`config.mk`:
```
export PLATFORM = sky130hd
export DESIGN_NAME = alu_unit
export DESIGN_NICKNAME = d
export VERILOG_FILES = /design/src/rtl/alu_pkg.sv /design/src/rtl/alu_shifter.sv /design/src/rtl/alu_unit.sv
export SDC_FILE = /design/constraint.sdc
export NUM_CORES = 2
export LEC_CHECK = 0
export ABC_CLOCK_PERIOD_IN_PS = 2920
export CAP_MARGIN = 20
export CORE_MARGIN = 2
export CORE_UTILIZATION = 65
export CTS_BUF_LIST = sky130_fd_sc_hd__clkbuf_8
export CTS_CLUSTER_SIZE = 40
export DETAILED_ROUTE_END_ITERATION = 16
export GPL_ROUTABILITY_DRIVEN = 0
export PLACE_DENSITY = 0.89
export SYNTH_ARGS = -nofsm -noshare
export SYNTH_HDL_FRONTEND = slang
export SYNTH_SLANG_ARGS = --single-unit
```
`constraint.sdc`:
```
create_clock -name CLK -period 2.92 [get_ports CLK]
set_clock_uncertainty 0.05 [all_clocks]
set_input_delay 0.73 -clock CLK [delete_from_list [all_inputs] [get_ports CLK]]
set_output_delay 0.73 -clock CLK [all_outputs]
set_load 0.01 [all_outputs]
```
`src/rtl/alu_pkg.sv`:
```
// Shared definitions for the ALU: default widths and opcode encodings.
// Used by alu_unit and alu_shifter (optional feature macro: ALU_OVERFLOW_EN).
package alu_pkg;

   localparam int DATA_WIDTH = 32;
   localparam int OPRN_WIDTH = 6;

   localparam logic [OPRN_WIDTH-1:0] OPRN_ADD = 6'h01;
   localparam logic [OPRN_WIDTH-1:0] OPRN_SUB = 6'h02;
   localparam logic [OPRN_WIDTH-1:0] OPRN_MUL = 6'h03;
   localparam logic [OPRN_WIDTH-1:0] OPRN_SRL = 6'h04;
   localparam logic [OPRN_WIDTH-1:0] OPRN_SLL = 6'h05;
   localparam logic [OPRN_WIDTH-1:0] OPRN_AND = 6'h06;
   localparam logic [OPRN_WIDTH-1:0] OPRN_OR  = 6'h07;
   localparam logic [OPRN_WIDTH-1:0] OPRN_NOR = 6'h08;
   localparam logic [OPRN_WIDTH-1:0] OPRN_SLT = 6'h09;

endpackage

```
`src/rtl/alu_shifter.sv`:
```
// Combinational logical shifter (left or right, zero fill).
// The whole shift amount is honoured: any amount of DATA_WIDTH or more yields 0,
// rather than wrapping on the low bits of the amount.
module alu_shifter
   import alu_pkg::*;
#(
   parameter int WIDTH = alu_pkg::DATA_WIDTH
) (
   input  logic [WIDTH-1:0] data,
   input  logic [WIDTH-1:0] amount,
   input  logic             left,
   output logic [WIDTH-1:0] result
);

   localparam int SHW = $clog2(WIDTH);

   logic too_far;

   // Any set bit above the in-range shift field means the shift clears everything.
   assign too_far = |amount[WIDTH-1:SHW];

   // Select direction and apply saturation.
   always_comb begin
      result = '0;
      if (!too_far) begin
         if (left) result = data << amount[SHW-1:0];
         else      result = data >> amount[SHW-1:0];
      end
   end

endmodule

```
`src/rtl/alu_unit.sv`:
```
// 32-bit integer ALU with a single registered output stage (1-cycle latency).
// ZERO is decoded combinationally from the registered result.
// Optional feature macro: ALU_OVERFLOW_EN adds a registered signed-overflow flag OVFL
// for ADD/SUB.
module alu_unit
   import alu_pkg::*;
#(
   parameter int DATA_WIDTH = alu_pkg::DATA_WIDTH,
   parameter int OPRN_WIDTH = alu_pkg::OPRN_WIDTH
) (
   input  logic                  CLK,
   input  logic                  RST,
   input  logic [DATA_WIDTH-1:0] OP1,
   input  logic [DATA_WIDTH-1:0] OP2,
   input  logic [OPRN_WIDTH-1:0] OPRN,
`ifdef ALU_OVERFLOW_EN
   output logic                  OVFL,
`endif
   output logic [DATA_WIDTH-1:0] OUT,
   output logic                  ZERO
);

   logic [DATA_WIDTH-1:0] out_reg;
   logic [DATA_WIDTH-1:0] out_next;
   logic [DATA_WIDTH-1:0] sum;
   logic [DATA_WIDTH-1:0] diff;
   logic [DATA_WIDTH-1:0] shift_res;
   logic                  shift_left;
   logic                  ovfl_next;

   assign sum        = OP1 + OP2;
   assign diff       = OP1 - OP2;
   assign shift_left = (OPRN == OPRN_SLL);

   alu_shifter #(
      .WIDTH (DATA_WIDTH)
   ) u_shifter (
      .data   (OP1),
      .amount (OP2),
      .left   (shift_left),
      .result (shift_res)
   );

   // Operation select; unknown opcodes fall through to zero.
   always_comb begin
      out_next  = '0;
      ovfl_next = 1'b0;
      case (OPRN)
         OPRN_ADD: begin
            out_next  = sum;
            ovfl_next = (OP1[DATA_WIDTH-1] == OP2[DATA_WIDTH-1]) &&
                        (sum[DATA_WIDTH-1] != OP1[DATA_WIDTH-1]);
         end
         OPRN_SUB: begin
            out_next  = diff;
            ovfl_next = (OP1[DATA_WIDTH-1] != OP2[DATA_WIDTH-1]) &&
                        (diff[DATA_WIDTH-1] != OP1[DATA_WIDTH-1]);
         end
         OPRN_MUL: out_next = OP1 * OP2;
         OPRN_SRL: out_next = shift_res;
         OPRN_SLL: out_next = shift_res;
         OPRN_AND: out_next = OP1 & OP2;
         OPRN_OR:  out_next = OP1 | OP2;
         OPRN_NOR: out_next = ~(OP1 | OP2);
         OPRN_SLT: out_next = {{(DATA_WIDTH-1){1'b0}}, ($signed(OP1) < $signed(OP2))};
         default:  out_next = '0;
      endcase
   end

   // Result register; reset clears it without waiting for a clock.
   always_ff @(posedge CLK or negedge RST) begin
      if (!RST) out_reg <= '0;
      else      out_reg <= out_next;
   end

`ifdef ALU_OVERFLOW_EN
   logic ovfl_reg;

   // Overflow flag register, aligned with the result register.
   always_ff @(posedge CLK or negedge RST) begin
      if (!RST) ovfl_reg <= 1'b0;
      else      ovfl_reg <= ovfl_next;
   end

   assign OVFL = ovfl_reg;
`else
   logic unused_ovfl;
   assign unused_ovfl = ovfl_next;
`endif

   assign OUT  = out_reg;
   assign ZERO = (out_reg == '0);

endmodule

```
==> results of run 1 <==
synthesized netlist by cell type, types with 21 or more instances:
cell	number
fa_1	410
a21oi_1	113
a211oi_1	26
inv_1	451
nor2_1	475
buf_1	32
ha_1	220
o21ai_0	121
mux4_2	30
clkbuf_1	128
xnor2_1	71
a221oi_1	30
o22ai_1	25
o211ai_1	27
dfrtp_1	32
buf_2	21
nor3_1	38
a21o_1	23
mux2i_1	48
nand2_1	329
nand2b_1	23
nand3_1	23
per-stage QoR:
step | setup TNS [ns] | hold slack [ns] | std cells
after floorplan | -95.04 | 0.384 | 2990
after global placement | -123.18 | 1.09 | 4063
after detailed placement | -131.00 | 1.17 | 4063
after CTS | -96.26 | 0.826 | 4201
cells by family after synthesis:
group                      synth area share
xor gates and xnor gates             0.0321
DFF                                  0.0334
and+or+nand+nor                       0.165
adders and majority gates             0.457
muxes                                0.0571
AOI/OAI and AO/OA                     0.152
buffers and inverters                 0.104
layer usage:
| layer | overflow | track usage |
|---|---|---|
| met1 | 96 | 0.898 |
| met3 | 100 | 0.845 |
| met5 | 15 | 0.635 |
| met2 | 2075 | 1.25 |
| met4 | 607 | 1.10 |
timing repair:
item                       4_1_cts
setup endpoints to repair       32
setup buffers                  130
gates resized for setup        922
cloned                           7
pin swaps                      294
==> run metrics, run 1 <==
Syn Nets=3692; synth top area cells=fa_1 34%, ha_1 11%, nor2_1 7.4%; vias in the first global route=42300; Synthesis Warnings=0; top-area cell type share of the netlist area=0.342; area leader, netlist=fa_1; # rows=70; Failed at=5_1_grt; Halt Reason=[ERROR GRT-0116] Global routing finished with congestion. Check the congestion regions in the DRC Viewer.; ys async rst share=1.00; H-tree level count=2; #FFs+latches synth=32; dpl ws=-5.45 ns; GR Overflow Total=2893; Port Buffers=104; Root Buffer=clkbuf_8; Post-Syn Area=24000 sq um; Sink Count=32; synth unique cells=87; number of I/O pins=105; Post-Syn Instances=2990; Total GRT Usage=1.01; largest net degree at the start of global routing=55; HPWL Detailed=98.2 mm; first-pass GRT wire length=288 mm; Initial Util=0.657; clk buf depth=2; placed cell area=30600 sq um; sequential fraction of the synthesis area=0.0334; status=aborted with a tool error; CTS Buf Count=5; Post-synth top flop=dfrtp_1; Post-synth EDFFs=0; die height=196 um; Synth Area per Inst=8.03 sq um; Die Wd=196 um; Hold Buf Count CTS=0
==> inputs of run 2 (changes only) <==
CORE_UTILIZATION = 40   (was 65)
CTS_BUF_LIST = unset   (was sky130_fd_sc_hd__clkbuf_8)
CTS_CLUSTER_SIZE = unset   (was 40)
PLACE_DENSITY = unset   (was 0.89)
PLACE_DENSITY_LB_ADDON = 0.15   (was unset)
==> run metrics, run 2 <==
Initial Util=0.406 (was 0.657); Post-Syn Instances=2990 (unchanged); # rows=89 (was 70); largest fanout on the critical path=6; critical path required time=3.05 ns; Post-synth EDFFs=0 (unchanged); Post-DRT Antenna Nets=0; max FFs per register=32; Placed Cells=4373 (was 4063); Detailed Routing Iterations Pass 1=9; failing checks=negative setup slack; ratio of cells with drive above 1 in the final layout=0.348; Port Buffers=104 (unchanged); Post-Layout Cell Count=4489; Total GRT Usage=0.366; Critical path buffers and inverters=6; Worst-path clk slew=0.06 ns; Root Buffer=clkbuf_16 (was clkbuf_8); critical path arrival=7.46 ns; aggregate routed wire length=116 mm; vias in the first global route=27000; CP max stage delay=0.62 ns; Worst setup EP type=register; crit path kind=in2reg; crit path cell chain=dlygate4sd2_1 > inv_2 > buf_4 > nor2_2 > fa_1 > fa_1 > fa_1 > fa_1 > inv_1 > fa_1 > inv_1 > fa_1 > fa_2 > fa_1 > ha_2 > nand3_1 > nor3_4 > a2111oi_2 > buf_4 > a21oi_2 > xnor2_1 > a221o_1; first-pass GRT wire length=171 mm; final worst-path cycle share=2.51; status=finished with violations (was aborted with a tool error); GR Overflow Total=0; DR iter-0 viols=3125; multi-input logic area=22700 sq um; sequential fraction of the synthesis area=0.0334 (unchanged); Final Hold Fails=0; CP top delay family=adder cells; Die Wd=249 um (was 196 um); most used cell, CP=fa_1; largest net degree at the start of global routing=65; register area=801 sq um; DRC=0; initial antenna violation count=2; Synth Area per Inst=8.03 sq um (unchanged); Syn Nets=3692 (unchanged); Finished Core Util=0.590; H-tree level count=2 (unchanged); TritonCTS clock tree=done; HPWL Detailed=93.9 mm (was 98.2 mm); Max Cap Viol=0; Worst setup SP type=input pin; top-count cell post-synth=nor2_1 (unchanged); HP Class=in2async; CTS Buf Count=5 (unchanged); synth unique cells=87 (unchanged); top-area cell type share of the netlist area=0.342 (unchanged); number of I/O pins=105 (unchanged); Hold Buf Count CTS=0 (unchanged); nets@finish=4416; most common cell after layout, fill and taps aside=buf_4; RSZ-0062 raised after global routing=yes; #FFs+latches synth=32 (unchanged); Routed wire per std cell=25.8 um; setup ws final=-4.41 ns; most frequent cells in the layout=650 x buf_4, 398 x nor2_1, 389 x inv_1, 353 x fa_1, 322 x nand2_1; DR vias=26300; Worst-Margin Slew=0.835 ns; clk buf depth=2 (unchanged); fin. max-slew vios=0; die height=249 um (was 196 um); Fin Setup TNS=-96.47 ns; Synthesis Warnings=0 (unchanged); slowest CP cell=fa_2; core area=59100 sq um; Min Clock Period, post-route=7.33 ns; fmax=0.136 GHz; Post-Syn Area=24000 sq um (unchanged); synth top area cells=fa_1 34%, ha_1 11%, nor2_1 7.4% (unchanged); ys async rst share=1.00 (unchanged); Sink Count=32 (unchanged); Post-synth top flop=dfrtp_1 (unchanged); vias per cell=5.86; area of the die=62000 sq um; Post-synth top cells=475 x nor2_1, 451 x inv_1, 410 x fa_1, 329 x nand2_1, 220 x ha_1 (unchanged); setup violators final=32; Layout Area Growth over Synthesis=45.4%; Slew HR=0.437; Hold Slack=0.801 ns; area leader, netlist=fa_1 (unchanged); FILL cells=5190
run 2: cell counts after synthesis:
Identical to the previous run, type by type.
run 2: layer usage:
layer / up-vias / global-route usage / part of all wire / wire length (um)
met5: - / 0 / 0.000095 / 11
met4: 2 / 0.213 / 0.077 / 8920
met2: 1730 / 0.562 / 0.43 / 50100
met1: 13000 / 0.478 / 0.38 / 43600
met3: 433 / 0.0785 / 0.11 / 13200
li1: 11200 / - / - / -
run 2: kinds of logic after synthesis:
family,synth area share
muxes,0.0571
adders and majority gates,0.457
DFF,0.0334
AOI/OAI and AO/OA,0.152
xor gates and xnor gates,0.0321
and+or+nand+nor,0.165
buffers and inverters,0.104
run 2: stage by stage:
step | worst slack, ns | instance area, sq um
finish | -4.41 | 34900
global route | -4.57 | 34900
CTS | -4.44 | 33800
detailed placement | -5.60 | 31100
global placement | -5.53 | 31100
floorplan | -4.51 | 24500
run 2: final timing paths:
check / slack, ns / depth (start not counted) / start / end
max: -4.41 / 22 / OP2[15] / OUT[31]
min in group CLK: 1.17 / 6 / OP2[4] / OUT[1]
max in group asynchronous: 1.70 / 2 / RST / OUT[6]
min: 0.80 / 2 / RST / OUT[25]
run 2: repair_timing:
| item | CTS | global route |
|---|---|---|
| buffers inserted | 77 | 30 |
| endpoints found under the hold margin | 0 | 0 |
| pin swaps | 154 | 124 |
| resized for setup | 632 | 233 |
| endpoints found under the setup margin | 32 | 33 |
| cloned | 6 | 3 |
run 2: area by class of cell:
class	count	area share
Antenna cell	1	0.0000717
Timing Repair Buffer	899	0.237
Tap cell	773	0.0277
Clock inverter	3	0.00122
Clock buffer	5	0.00358
Multi-Input combinational cell	2305	0.651
Inverter	469	0.0560
Sequential cell	32	0.0229
Timing Repair inverter	2	0.000645
Power of run 2 is left out: the tool's default activity adds up to more than one toggle a clock period on the data nets, which glitch-free logic cannot reach.
